`src/rtl/instruction_fetch.sv`:
```
// Instruction fetch: walks program memory one byte per cycle, assembles 1/2-byte
// instructions and queues them in a 2-entry FIFO for the decode/execute stage.
module instruction_fetch #(
   parameter int DEPTH = 2
) (
   input  logic       clk,
   input  logic       reset,
   output logic [7:0] address_bus,
   input  logic [7:0] data_bus,
   output logic       instr_valid,
   input  logic       instr_ready,
   output logic [7:0] instr_opcode,
   output logic [7:0] instr_imm,
   output logic       instr_len2,
   output logic [7:0] instr_pc,
   input  logic       redirect_valid,
   input  logic [7:0] redirect_addr
);

   typedef enum logic {
      ST_OP  = 1'b0,
      ST_IMM = 1'b1
   } state_t;

   typedef struct packed {
      logic [7:0] op;
      logic [7:0] imm;
      logic       len2;
      logic [7:0] pc;
   } entry_t;

   state_t     state_reg, state_next;
   logic [7:0] pc_reg, pc_next;
   logic [7:0] op_reg, op_next;
   logic [7:0] op_pc_reg, op_pc_next;
   logic [1:0] count_reg, count_next;
   logic       rd_ptr_reg, rd_ptr_next;
   entry_t     fifo_reg [DEPTH];

   logic       pop;
   logic       space;
   logic       push;
   entry_t     push_entry;
   logic       wr_idx;
   entry_t     head;

   // MOV/CMP immediate (1000xxxx) and branches (101xxxxx) carry a second byte.
   function automatic logic is_two_byte(input logic [7:0] b);
      return (b[7:4] == 4'b1000) || (b[7:5] == 3'b101);
   endfunction

   // Tail slot; when full it aliases the head, which is being popped that cycle.
   assign wr_idx = rd_ptr_reg ^ count_reg[0];
   assign head   = fifo_reg[rd_ptr_reg];

   always_comb begin
      state_next  = state_reg;
      pc_next     = pc_reg;
      op_next     = op_reg;
      op_pc_next  = op_pc_reg;
      push        = 1'b0;
      push_entry  = '0;
      pop         = (count_reg != 2'd0) && instr_ready;
      space       = (count_reg < 2'(DEPTH)) || pop;
      rd_ptr_next = pop ? ~rd_ptr_reg : rd_ptr_reg;

      case (state_reg)
         ST_OP: begin
            if (space) begin
               op_next    = data_bus;
               op_pc_next = pc_reg;
               pc_next    = pc_reg + 8'd1;
               if (is_two_byte(data_bus)) begin
                  state_next = ST_IMM;
               end else begin
                  push       = 1'b1;
                  push_entry = '{op: data_bus, imm: 8'h00, len2: 1'b0, pc: pc_reg};
               end
            end
         end
         ST_IMM: begin
            if (space) begin
               push       = 1'b1;
               push_entry = '{op: op_reg, imm: data_bus, len2: 1'b1, pc: op_pc_reg};
               pc_next    = pc_reg + 8'd1;
               state_next = ST_OP;
            end
         end
         default: state_next = ST_OP;
      endcase

      count_next = count_reg + {1'b0, push} - {1'b0, pop};

      // A taken branch discards everything in flight, including a half-built instruction.
      if (redirect_valid) begin
         state_next  = ST_OP;
         pc_next     = redirect_addr;
         count_next  = 2'd0;
         push        = 1'b0;
         rd_ptr_next = rd_ptr_reg;
      end
   end

   always_ff @(posedge clk or negedge reset) begin
      if (!reset) begin
         state_reg  <= ST_OP;
         pc_reg     <= 8'h00;
         op_reg     <= 8'h00;
         op_pc_reg  <= 8'h00;
         count_reg  <= 2'd0;
         rd_ptr_reg <= 1'b0;
         for (int i = 0; i < DEPTH; i++) begin
            fifo_reg[i] <= '0;
         end
      end else begin
         state_reg  <= state_next;
         pc_reg     <= pc_next;
         op_reg     <= op_next;
         op_pc_reg  <= op_pc_next;
         count_reg  <= count_next;
         rd_ptr_reg <= rd_ptr_next;
         if (push) begin
            fifo_reg[wr_idx] <= push_entry;
         end
      end
   end

   assign address_bus  = pc_reg;
   assign instr_valid  = (count_reg != 2'd0);
   assign instr_opcode = head.op;
   assign instr_imm    = head.imm;
   assign instr_len2   = head.len2;
   assign instr_pc     = head.pc;

endmodule

```
`config.mk`:
```
export PLATFORM = sky130hd
export DESIGN_NAME = instruction_fetch
export DESIGN_NICKNAME = d
export VERILOG_FILES = /design/src/rtl/instruction_fetch.sv
export SDC_FILE = /design/constraint.sdc
export NUM_CORES = 1
export LEC_CHECK = 0
export ABC_AREA = 1
export ABC_CLOCK_PERIOD_IN_PS = 1800
export BUFFER_PORTS_ARGS = -buffer_cell sky130_fd_sc_hd__buf_2
export CORE_ASPECT_RATIO = 0.75
export CORE_MARGIN = 2
export CORE_UTILIZATION = 54
export CTS_BUF_LIST = sky130_fd_sc_hd__clkbuf_8
export DETAILED_ROUTE_END_ITERATION = 10
export PLACE_DENSITY = 0.78
export SLEW_MARGIN = 20
export SYNTH_ARGS = -nofsm -noshare
export SYNTH_HDL_FRONTEND = slang
export SYNTH_SLANG_ARGS = --single-unit
```
`constraint.sdc`:
```
create_clock -name clk -period 1.8 [get_ports clk]
set_clock_uncertainty 0.05 [all_clocks]
set_input_delay 0.18 -clock clk [delete_from_list [all_inputs] [get_ports clk]]
set_output_delay 0.18 -clock clk [all_outputs]
set_load 0.005 [all_outputs]
```
Word level (Yosys, flattened, before mapping) --
Index checks and enable logic that the tools add are counted.
Word-level totals: register bits 78, input bits 20, output and inout bits 34, logic and storage cells 60
Cells by class: add/subtract/negate cells 3, order comparisons 4, equal/unequal tests 2, multiplexer cells 23, bitwise gates (word level) 6, reduce and logical (&&, ||, !) cells 8
Operator list (number):
- $mux 25 | 7
- $bwmux 50 | 1
- $pmux 25 s2 | 1
- $demux 25 s1 | 1
- $mux 8 | 2
- $add 8x1->8 const B | 1
- $mux 1 | 8
- $eq 4x4->1 const B | 1
- $ge 2x2->1 const B | 2
- $not 1->2 | 2
- $pmux 1 s2 | 2
- $reduce_and 2->1 | 2
- $reduce_bool 2->1 | 2
- $eq 3x3->1 const B | 1
- $not 1->1 | 3
- $add 2x1->2 | 1
- $logic_and 1x1->1 | 2
- $logic_or 1x1->1 | 2
- $lt 2x1->1 const B | 1
- $lt 2x2->1 const B | 1
- $mux 2 | 1
- $sub 2x1->2 | 1
- $xor 1x1->1 | 1

Longest topological paths before layout --
depth after elaboration 8, depth in mapped cells 12

Worst setup path before layout --
No wires, ideal clock.
kind reg2reg, start reg count_reg[0], end reg count_reg[1], setup time 0.131 ns, arrival time 1.766 ns, required time 1.619 ns, setup slack -0.148 ns, cell stages (with the launch flop) 13, path buffers 2, cell sequence dfrtp_1 -> inv_1 -> nand2_1 -> nand2_1 -> nand2_1 -> buf_4 -> buf_2 -> nand2_1 -> ha_1 -> inv_1 -> ha_1 -> xor2_1 -> nor2_1
Between the ends: word-level cells in the longest chain between the ends 8, elaborated cells between the ends (all ways) 10, classes of those cells add/sub (2); order compare (1); mux (4); reduce/logical (3)
RTL lines:
- from (decl) | line 36 | logic [1:0] count_reg, count_next;
- from (signal assigned) | line 120 | count_reg <= count_next;
- $reduce_bool 2->1 *
- named net instr_valid | line 10 | output logic instr_valid,
- $logic_and 1x1->1 * | line 63 | pop = (count_reg != 2'd0) && instr_ready;
- $logic_or 1x1->1 | line 64 | space = (count_reg < 2'(DEPTH)) || pop;
- $mux 1 (on tied branches) | line 82, 69
- $pmux 1 s2 | line 67 | case (state_reg)
- $add 2x1->2 | line 92 | count_next = count_reg + {1'b0, push} - {1'b0, pop};
- $sub 2x1->2 * | line 92
- $mux 2 * | line 95 | if (redirect_valid) begin
- named net count_next[1] | line 36
Mark *: on every way through the listed nets, which the timed path passes. The rest lies on a longest branch. A chain may end at the register's enable or synchronous reset.

Final worst setup path --
start reg rd_ptr_reg, end out instr_opcode[3]
Between the ends: word-level cells in the longest chain between the ends 4
RTL lines:
- from (decl) | line 37 | logic rd_ptr_reg, rd_ptr_next;
- from (signal assigned) | line 121 | rd_ptr_reg <= rd_ptr_next;
- $not 1->2 (implied by the code) | line 54 | assign head = fifo_reg[rd_ptr_reg];
- $mux 25 (implied by the code) (3 in a row) | line 54
- to (decl) | line 12 | output logic [7:0] instr_opcode,
No other way between the ends. The select of a mux whose other input is x is not followed.

==> flow_summary.yaml <==
status:
  run_status: "complete, no violations"
critical_path:
  worstReg2RegEnd: "count_reg[1]$_DFF_PN0_"
  rr_startpoint: "count_reg[1]$_DFF_PN0_"
  arrival_ns: 1.51
  endpoint: "instr_opcode[3]"
  crit_type: "reg2out"
  crit_family: "flip-flops"
  slowest_stage: "dfrtp_2"
  crit_required_ns: 1.57
  worstSetupStartpoint: "rd_ptr_reg$_DFFE_PN0P_"
  path_buf_inv: 2
  slowest_delay_ns: 0.42
  endpoint_kind: "primary output"
  crit_fanout: 26
  reg2reg_depth: 10
  reg2reg_slack_ns: 0.13
  cp.depth: 3
  crit_chain: "buf_12, mux2_2, buf_2"
  worst_setup_path_start_kind: "flop"
timing:
  fin_crit_ns: 1.74
  max_slew_margin_pct: 76.0
  hold_violations: 0
  period_share_pct: 96.5
  timing.fmax_ghz: 0.576
  finalMaxSlewViolations: 0
  rsz0062_at_grt: "false"
  worstMarginPinSlew_ns: 0.360
  setup_viol: 0
global_routing:
  grt_first_pass_wirelength_mm: 16.3
  grt_use_total_pct: 25.2
  antenna_found_initial: 0
  overflow: 0
  first_global_vias: 3365
  grt_max_degree: 37
route:
  drt_pre_antenna_iters: 5
  via_count: 3486
  wl_mm: 9.61
  drtIter0Drc: 218
  vias_per_cell: 5.17
  ant_nets: 0
  route.detailed.drc: 0
  drt-wirelength-per-cell_microns: 14.3
die:
  std_cell_rows: 27
  dieArea_sq_um: 8140
  core_sq_um: 7260
  die_w_microns: 104
  num_io_pins: 54
  initial_core_util_pct: 55.2
  fp.dieH_microns: 78.6
power:
  powerDensity_nw_per_um2: 1650
  finalPower_mw: 7.91
  peakVddDrop_mv: 0.725
  leakage_nw: 2.70
final_layout:
  nets: 592
  drive_above_1_share_pct: 22.2
  final_cell_mix: "nand2_1, dfrtp_1, buf_2"
  antennaDiodeCount: 0
  syn2layout_area_growth_pct: 19.3
  largest_reg_flops: 50
  utilization_pct: 65.9
  stdcell_count: 674
  layout_commonest_cell: "nand2_1"
synthesis:
  syn_area_per_cell_sq_um: 7.91
  ys_warn_count: 0
  synth_cell_types: 23
  syn_area_sq_um: 4010
  yosys_register_bits: 78
  ys_seq_area_share_pct: 48.7
  syn_inst: 507
  synth_nets: 530
place:
  gp_congestion: 0.831
  post-dp-hpwl_mm: 6.39
  place_inst: 653
  numPortBuffers: 53
clock_network:
  clk_latency_ns: 0.36
  cts_tree: "yes"
  htreeDepth: 3
  root_buffer: "clkbuf_8"
  clock_sinks: 78
  clk_pin_slew_worst_paths_ns: 0.08
  numCtsBuffers: 9
  cts_buffer_depth: 2
min_path:
  worstHoldPathType: "in2reg"
  timing.hold.worst_path_depth: 3
job:
  maxCapViolations: 0
cell usage after synthesis:
master / n / area [sq um]
nand3_4: 1 / 17.5
nor2_2: 2 / 12.5
nand2_1: 229 / 860
ha_1: 3 / 37.5
buf_1: 4 / 15.0
buf_2: 11 / 55.1
nand4_1: 1 / 6.26
buf_4: 5 / 37.5
nor2_1: 16 / 60.1
a21oi_1: 16 / 80.1
clkbuf_1: 7 / 26.3
inv_2: 1 / 3.75
inv_1: 27 / 101
nand3_1: 45 / 225
nor2_4: 2 / 22.5
nand4_2: 2 / 25.0
dfrtp_1: 78 / 1950
or2_2: 3 / 18.8
mux2_2: 25 / 282
xor2_1: 5 / 43.8
xnor2_1: 2 / 17.5
a31oi_1: 2 / 12.5
o21ai_0: 20 / 100
cell type report:
cell class	count	area, sq um
clock buffers	9	124
clock inverters	6	111
well taps	101	126
inverters	28	105
flip-flops and latches	78	1950
repair buffers	78	533
multi-input cells	374	1830
fillers	627	2480
worst reg2reg max path, cell delays in order (launching register included):
cell	delay (ns)
dfrtp_1	0.35
inv_1	0.05
nand2_2	0.07
nand2_2	0.07
nand2_2	0.17
nand2_1	0.10
ha_1	0.29
inv_1	0.04
ha_1	0.17
xor2_1	0.13
nor2_1	0.05
through the flow:
stage	hold WS (ns)	setup slack, ns	area, sq um	setup TNS, ns
final	0.00729	0.0631	4790	0
after global routing	0.00987	0.00109	4790	0
after CTS	0.00269	0.0134	4780	0
after detailed placement	0.0660	0.118	4480	0
after global placement	0.0590	0.159	4480	0
after floorplan	-0.166	-0.00123	4030	-0.00123
routing by layer:
metal	wire length, microns	GRT usage (%)	vias to the layer above
met5	0	0	-
met1	4420	35.1	1609
met3	634	5.81	16
met4	107	6.89	0
met2	4440	40.2	128
li1	-	-	1733
worst min path at each step:
stage | from | endpoint | slack (ns)
final | data_bus[2] | op_reg[2]$_DFFE_PN0P_ | 0.007
after floorplan | reset | address_bus[0]$_DFFE_PN0P_ | -0.17
after global routing | data_bus[2] | op_reg[2]$_DFFE_PN0P_ | 0.01
after CTS | data_bus[2] | op_reg[2]$_DFFE_PN0P_ | 0.003
after detailed placement | reset | count_reg[0]$_DFF_PN0_ | 0.07
after global placement | reset | count_reg[1]$_DFF_PN0_ | 0.06
logic make-up after synthesis:
logic type | count (synthesis) | synth area share (%)
muxes | 25 | 7.02
buffers and inverters | 55 | 5.96
and+or+nand+nor | 301 | 31.1
DFF | 78 | 48.7
AOI/OAI and AO/OA | 38 | 4.80
adders and majority gates | 3 | 0.936
xor gates and xnor gates | 7 | 1.53
what timing repair did:
action                     in CTS  in global routing
hold endpoints to repair       27                  0
hold buffers                    6                  0
buffers inserted                0                  0
setup endpoints to repair       0                 40
resized for setup               0                  2
where the power goes:
group          switching [mW]  internal [mW]  total, mW
Clock                   0.666          0.913       1.58
Sequential              0.434           2.44       2.87
Combinational            1.98           1.48       3.46
Note: power is estimated with default switching activity, not from simulation.
